$ cat config.mk
export PLATFORM = sky130hd
export DESIGN_NAME = sync_debouncer
export DESIGN_NICKNAME = d
export VERILOG_FILES = /design/src/rtl/sync_debouncer.sv
export SDC_FILE = /design/constraint.sdc
export NUM_CORES = 1
export LEC_CHECK = 0
export BUFFER_PORTS_ARGS = -buffer_cell sky130_fd_sc_hd__buf_4
export CORE_AREA = 4 4 41 43
export CTS_CLUSTER_DIAMETER = 60
export CTS_CLUSTER_SIZE = 16
export DETAILED_ROUTE_END_ITERATION = 8
export DIE_AREA = 0 0 45 47
export PLACE_DENSITY = 0.46
export SKIP_LAST_GASP = 1
export SYNTH_ARGS = -nofsm -noshare
export SYNTH_HDL_FRONTEND = slang
export SYNTH_SLANG_ARGS = --single-unit
$ cat constraint.sdc
create_clock -name clk -period 2.7 [get_ports clk]
set_clock_uncertainty 0.15 [all_clocks]
set_input_delay 0.54 -clock clk [delete_from_list [all_inputs] [get_ports clk]]
set_output_delay 0.54 -clock clk [all_outputs]
set_load 0.02 [all_outputs]
$ cat src/rtl/sync_debouncer.sv
// Two-part input conditioner: a SYNC_STAGES-deep synchronizer followed by a
// four-state debounce FSM. Define SYNC_DEBOUNCER_GLITCH_CNT_EN to add glitch_cnt.
module sync_debouncer #(
  parameter int SYNC_STAGES   = 2,
  parameter int STABLE_CYCLES = 4
) (
  input  logic       clk,
  input  logic       rst,
  input  logic       a_raw,
  output logic       a,
  output logic       busy
`ifdef SYNC_DEBOUNCER_GLITCH_CNT_EN
  ,
  output logic [7:0] glitch_cnt
`endif
);

  localparam int                CNT_W    = $clog2(STABLE_CYCLES) + 1;
  localparam logic [CNT_W-1:0] CNT_LAST = CNT_W'(STABLE_CYCLES - 1);

  typedef enum logic [1:0] {
    STABLE_LO = 2'd0,
    PEND_HI   = 2'd1,
    STABLE_HI = 2'd2,
    PEND_LO   = 2'd3
  } state_e;

  logic [SYNC_STAGES-1:0] sync_q;
  logic                   s;
  state_e                 state_q, state_d;
  logic [CNT_W-1:0]       cnt_q, cnt_d;
  logic                   a_q, busy_q;

  assign s    = sync_q[SYNC_STAGES-1];
  assign a    = a_q;
  assign busy = busy_q;

  // cnt_d counts edges on which s already held the target value; it is
  // cleared on every entry to a STABLE_* state so it can never wrap.
  always_comb begin
    state_d = state_q;
    cnt_d   = cnt_q;
    unique case (state_q)
      STABLE_LO: begin
        if (s) begin
          if (STABLE_CYCLES == 1) begin
            state_d = STABLE_HI;
          end else begin
            state_d = PEND_HI;
            cnt_d   = CNT_W'(1);
          end
        end
      end
      PEND_HI: begin
        if (!s) begin
          state_d = STABLE_LO;
          cnt_d   = '0;
        end else if (cnt_q == CNT_LAST) begin
          state_d = STABLE_HI;
          cnt_d   = '0;
        end else begin
          cnt_d = cnt_q + CNT_W'(1);
        end
      end
      STABLE_HI: begin
        if (!s) begin
          if (STABLE_CYCLES == 1) begin
            state_d = STABLE_LO;
          end else begin
            state_d = PEND_LO;
            cnt_d   = CNT_W'(1);
          end
        end
      end
      PEND_LO: begin
        if (s) begin
          state_d = STABLE_HI;
          cnt_d   = '0;
        end else if (cnt_q == CNT_LAST) begin
          state_d = STABLE_LO;
          cnt_d   = '0;
        end else begin
          cnt_d = cnt_q + CNT_W'(1);
        end
      end
      default: begin
        state_d = STABLE_LO;
        cnt_d   = '0;
      end
    endcase
  end

  // NOTE: sequential state uses non-blocking assignments so every flop samples
  // pre-edge values; blocking here would collapse the synchronizer chain.
  always_ff @(posedge clk) begin
    if (rst) begin
      sync_q  <= '0;
      state_q <= STABLE_LO;
      cnt_q   <= '0;
      a_q     <= 1'b0;
      busy_q  <= 1'b0;
    end else begin
      sync_q  <= {sync_q[SYNC_STAGES-2:0], a_raw};
      state_q <= state_d;
      cnt_q   <= cnt_d;
      // Outputs decode the next state so they move on the same edge as it.
      a_q     <= (state_d == STABLE_HI) || (state_d == PEND_LO);
      busy_q  <= (state_d == PEND_HI) || (state_d == PEND_LO);
    end
  end

`ifdef SYNC_DEBOUNCER_GLITCH_CNT_EN
  logic [7:0] glitch_q, glitch_d;
  logic       rejected;

  // A pending transition abandoned because s returned to the old level.
  assign rejected = ((state_q == PEND_HI) && !s) || ((state_q == PEND_LO) && s);

  always_comb begin
    glitch_d = glitch_q;
    if (rejected && (glitch_q != 8'hFF)) begin
      glitch_d = glitch_q + 8'd1;
    end
  end

  always_ff @(posedge clk) begin
    if (rst) begin
      glitch_q <= 8'd0;
    end else begin
      glitch_q <= glitch_d;
    end
  end

  assign glitch_cnt = glitch_q;
`endif

endmodule

==> results of run 1 <==
[cell type report]
type / instances / area, um^2
Tap cell: 15 / 18.8
Multi-Input combinational cell: 18 / 158
Timing Repair Buffer: 4 / 30.0
Inverter: 1 / 3.75
Fill cell: 153 / 908
Clock buffer: 3 / 22.5
Sequential cell: 8 / 160
[cells by family after synthesis]
family	share of synthesized area, %
AND/OR/NAND/NOR	24.8
flip-flops	48.1
multiplexers	9.40
AO/OA/AOI/OAI	4.51
buffers and inverters	4.51
XOR/XNOR	4.89
adder cells (fa/ha/maj)	3.76
[sequential cells by signal (all words and copies together), names as in the netlist]
signal   count
busy         1
sync_q       2
cnt_q        3
state_q      2
[stage by stage]
| stage | setup WS [ns] | util [%] | std cells |
|---|---|---|---|
| 5_1_grt | 1.14 | 30.2 | 49 |
| 3_5_place_dp | 1.25 | 28.5 | 46 |
| 6_report | 1.20 | 30.2 | 49 |
| 2_1_floorplan | 1.39 | - | 28 |
| 4_1_cts | 1.18 | 30.2 | 49 |
| 3_3_place_gp | 1.27 | 28.5 | 46 |
[power groups by stage]
stage	Sequential [mW]	Combinational [mW]	Clock [mW]
finish	0.123	0.0115	0.0889
global route	0.123	0.0131	0.0974
CTS	0.123	0.0119	0.0947
detailed placement	0.126	0.0118	0
global placement	0.126	0.0114	0
floorplan	0.126	0.00845	0
[per-layer routing]
metal,GRT usage [%],vias up,routed length (um)
met4,8.77,0,0
met2,10.7,4,257
met5,0,-,0
met1,7.59,105,230
li1,-,110,-
met3,2.30,0,35
[worst paths after layout]
kind	startpoint	to	cells after the start
worst max-delay path	state_q[1]	a	1
worst min-delay path	sync_q[0]	sync_q[1]	1
worst max register to register	state_q[1]	cnt_q[2]	2
worst min register to register	sync_q[0]	sync_q[1]	1
[cells in the mapped netlist, drive strengths merged (2+ instances only)]
library cell  number  area [um^2]
dfxtp              8          160
and2b              2         15.0
mux2i              2         20.0
nand2b             2         12.5
nor3               2         10.0
==> summary.md, run 1 <==
| Metric | Value |
|---|---|
| Status | `complete, no violations` |
| Number of nets in the layout | `40` |
| P&R area growth vs syn | `18.0%` |
| Post-route total power | `about 0.22 mW` |
| Post-cts sizing count | `0` |
| NetSw | `between 0.04 and 0.05 mW` |
| Mapped Area | `333 um^2` |
| Gate power share | `5.1%` |
| Peak per-stage delay on the critical path | `0.39 ns` |
| Asr flop ratio synth | `0%` |
| Final Cycle Share | `55.6%` |
| Setup TNS | `0 ns` |
| Synth Instances | `28` |
| Wirelength per Cell | `roughly 11 um` |
| Slew HR | `slightly below 80%` |
| Reg power frac | `a little under three fifths` |
| Max cap viols | `0` |
| Root Driver | `clkbuf_4` |
| Cell area after placement | `370 um^2` |
| Diodes inserted | `0` |
| Gr ovfl total | `0` |
| Final instance area | `393 um^2` |
| Number of antenna violations at the first check in global routing | `0` |
| Tightest hold margin | `~0.28 ns` |
| CP Launch Type | `register` |
| FF+latch count, synth | `8` |
| First-pass GRT wire length | `~1000 um` |
| CP arrival | `0.81 ns` |
| Post-CTS Hold Fix Bufs | `0` |
| DP HPWL | `375 um` |
| Clock buffer depth | `2` |
| Hold crit path type | `register to register` |
| TritonCTS Buffers | `3` |
| Clk sink count | `8` |
| CP cell instances | `buf_4` |
| Post-synthesis cell type count | `17` |
| Initial cell density of the core | `around a quarter` |
| Post-layout minimum cycle time | `approximately 1.5 ns` |
| Main synth FF type | `dfxtp_1` |
| IO buf count | `4` |
| Pleak | `0.169 nW` |
| Final-report hold violation count | `0` |
| DIE AREA | `2120 um^2` |
| Layout cells sized above 1 | `between 20% and 30%` |
| Fmax | `approximately 670 MHz` |
| Final wirelength | `between 500 and 600 um` |
| YS warnings | `0` |
| Cell family with most CP delay | `flip-flops` |
| Length of the first detailed-routing pass in iterations | `2` |
| Worst endpoint required time | `roughly 2.0 ns` |
| RSZ-0062 raised after global routing | `no` |
| Clock power frac | `39.8%` |
| Slew of the pin with the lowest slew margin | `between 0.3 and 0.4 ns` |
| GPL Wtd Cong | `0.606` |
| TritonCTS clock tree | `built` |
| Clock Latency Late Sink | `0.25 ns` |
| Syn_area_per_cell | `about 12 um^2` |
| Clock-pin slew on the worst setup and hold paths | `0.05 ns` |
| Via Count | `219` |
| Largest net degree at the start of global routing | `12` |
| Most common cell after layout, fill and taps aside | `dfxtp_1` |
| # IOs | `5` |
| Pwr per Cell Area | `569 nW/um^2` |
| Vias in the first global route | `about 240` |
| Internal | `0.178 mW` |
| Vias/cell | `~4.5` |
| Crit Path Max Fanout | `3` |
| CP Capture Type | `output pin` |
| Switching share of total power | `between 20% and 30%` |
| Die width | `45 um` |
| Max-slew violations | `0` |
| R2R Setup Slk | `about 1.4 ns` |
| Chip Height | `47 um` |
| Post-CTS setup buffers | `0` |
| Crit path max-delay cell type | `dfxtp_1` |
| DRT antenna net count | `0` |
| Tot GR Track Use | `7.30%` |
| Remaining DRCs | `0` |
| H-Tree Depth | `1` |
| Most frequent cells in the layout | `dfxtp_1, buf_4, clkbuf_4` |
| Syn nets | `32` |
| Worst vdd ir | `0.157 mV` |
| DRC marker count from the first detailed-route iteration | `1` |
| WS Path Type | `register to output pin` |
| Num rows | `13` |
| Core area | `1300 um^2` |
| EDFF count, synth | `0` |
| Sequential share of the synthesized area | `48.1%` |
| Final Setup Violations | `0` |
| Buf/Inv on CP | `1` |
(Power assumes the default switching activity.)
==> run 2, diff against run 1 <==
clock period = 1.6 ns   (was 2.7 ns; I/O delays follow)
==> summary.md, run 2 (synthesized netlist as in run 1, its figures left out) <==
| Metric | Value |
|---|---|
| Gr ovfl total | `0 (unchanged)` |
| CP Capture Type | `output pin` |
| Number of antenna violations at the first check in global routing | `0 (unchanged)` |
| Worst setup slack after layout | `0.319 ns (-0.879 ns)` |
| First-pass GRT wire length | `1040 um (+1.4%)` |
| Chip Height | `47 um (unchanged)` |
| Post-CTS Hold Fix Bufs | `0 (unchanged)` |
| TritonCTS clock tree | `built` |
| Worst vdd ir | `0.395 mV (+150%)` |
| IO buf count | `4 (unchanged)` |
| Worst endpoint required time | `1.13 ns (-0.88 ns)` |
| RSZ-0062 raised after global routing | `no` |
| Peak per-stage delay on the critical path | `0.39 ns (about the same)` |
| Final-report hold violation count | `0 (unchanged)` |
| Crit path max-delay cell type | `dfxtp_1` |
| Pwr per Cell Area | `965 nW/um^2 (+70%)` |
| Post-CTS setup buffers | `0 (unchanged)` |
| Worst reg2reg path depth | `2 (unchanged)` |
| Clk sink count | `8 (unchanged)` |
| Most common cell after layout, fill and taps aside | `dfxtp_1` |
| WS Path Type | `register to output pin` |
| Hold wc startpoint | `a_raw` |
| Clock-pin slew on the worst setup and hold paths | `0.05 ns (about the same)` |
| Status | `complete, no violations` |
| Initial cell density of the core | `25.6% (unchanged)` |
| DRC marker count from the first detailed-route iteration | `0 (-1)` |
| Most frequent cells in the layout | `dfxtp_1, buf_4, clkbuf_4` |
| Tot GR Track Use | `7.69% (+0.39 points)` |
| DP HPWL | `418 um (+11%)` |
| P&R area growth vs syn | `18.0% (unchanged)` |
| Max reg flops | `3 (unchanged)` |
| Via Count | `216 (-1.4%)` |
| Layout Utilization | `30.2% (unchanged)` |
| Max cap viols | `0 (unchanged)` |
| Core area | `1300 um^2 (unchanged)` |
| Worst hold endpoint | `sync_q[0]` |
| Remaining DRCs | `0 (unchanged)` |
| Max-slew violations | `0 (unchanged)` |
| Clock Latency Late Sink | `0.25 ns (about the same)` |
| Length of the first detailed-routing pass in iterations | `1 (-1)` |
| Worst flop-to-flop path startpoint | `state_q[1]` |
| Layout cells sized above 1 | `29.4% (unchanged)` |
| Slew of the pin with the lowest slew margin | `0.304 ns (-0.00450 ns)` |
| Biggest register | `cnt_q` |
| H-Tree Depth | `1 (unchanged)` |
| Final Setup Violations | `0 (unchanged)` |
| Diodes inserted | `0 (unchanged)` |
| DRT antenna net count | `0 (unchanged)` |
| Pleak | `0.169 nW (unchanged)` |
| Largest registers | `cnt_q: 3 flops, state_q: 2 flops, sync_q: 2 flops` |
| Vias/cell | `4.41 (-1.4%)` |
| Number of nets in the layout | `40 (unchanged)` |
| Die width | `45 um (unchanged)` |
| Final wirelength | `555 um (+6.1%)` |
| Slew HR | `79.7% (+0.30 points)` |
| DIE AREA | `2120 um^2 (unchanged)` |
| Post-layout minimum cycle time | `between 1 and 1.5 ns` |
| Final Cycle Share | `80.0%` |
| CP Launch Type | `register` |
| TritonCTS Buffers | `3 (unchanged)` |
| Vias in the first global route | `234 (-1.3%)` |
| Setup TNS | `0 ns (unchanged)` |
| Hold crit path type | `input port to register` |
| Wirelength per Cell | `11.3 um (+6.1%)` |
| Post-cts sizing count | `0 (unchanged)` |
| Hold Path Depth | `2 (+1)` |
| R2r endpoint | `cnt_q[2]` |
| # IOs | `5 (unchanged)` |
| R2R Setup Slk | `0.32 ns (-1.10 ns)` |
| Place WS | `0.310 ns (-0.940 ns)` |
| Num rows | `13 (unchanged)` |
| GPL Wtd Cong | `0.659 (+8.9%)` |
| Cell family with most CP delay | `flip-flops` |
| Clock buffer depth | `2 (unchanged)` |
| CP cell instances | `buf_4` |
| Fmax | `between 700 and 800 MHz` |
| Largest net degree at the start of global routing | `12 (unchanged)` |
| CP arrival | `0.81 ns (about the same)` |
| Crit Path Max Fanout | `3 (unchanged)` |
| Root Driver | `clkbuf_4` |
| Buf/Inv on CP | `1 (unchanged)` |
| FILL cells | `151 (-1.3%)` |
| Post-route total power | `0.379 mW (+70%)` |
## run 2: cell counts in the layout (fill, tap and decap cells not counted)
Identical to the previous run, type by type.
## run 2: where the power goes
part	internal, mW	switching [mW]	total (mW)
registers	0.205	0.00357	0.208
logic	0.0110	0.00822	0.0192
clock network	0.0857	0.0662	0.152
## run 2: routing by layer
| metal | track usage (%) | routed length [um] | up-vias |
|---|---|---|---|
| met5 | 0 | 0 | - |
| met4 | 10.5 | 10 | 0 |
| met3 | 3.45 | 26 | 2 |
| met2 | 9.89 | 269 | 6 |
| met1 | 8.03 | 249 | 99 |
| li1 | - | - | 109 |
## run 2: through the flow
stage	std cells	cell area (um^2)	hold WS [ns]
floorplan	28	333	0.261
CTS	49	393	0.116
finish	49	393	0.125
global route	49	393	0.127
global placement	46	370	0.268
detailed placement	46	370	0.277
## run 2: how the worst max path moves through the flow
stage | startpoint | to | slack (ns) | depth (start not counted)
after floorplan | state_q[1] | cnt_q[2] | 0.31 | 2
after global placement | state_q[1] | cnt_q[2] | 0.35 | 2
after detailed placement | state_q[1] | cnt_q[2] | 0.31 | 2
after CTS | state_q[1] | cnt_q[2] | 0.30 | 2
after global routing | state_q[1] | cnt_q[2] | 0.26 | 2
final | state_q[1] | a | 0.32 | 1
## run 2: area by class of cell
class / instances / area [um^2] / share of cell area (%)
multi-input cells: 18 / 158 / 40.1
clock buffers: 3 / 22.5 / 5.73
inverters: 1 / 3.75 / 0.955
repair buffers: 4 / 30.0 / 7.64
flip-flops and latches: 8 / 160 / 40.8
well taps: 15 / 18.8 / 4.78
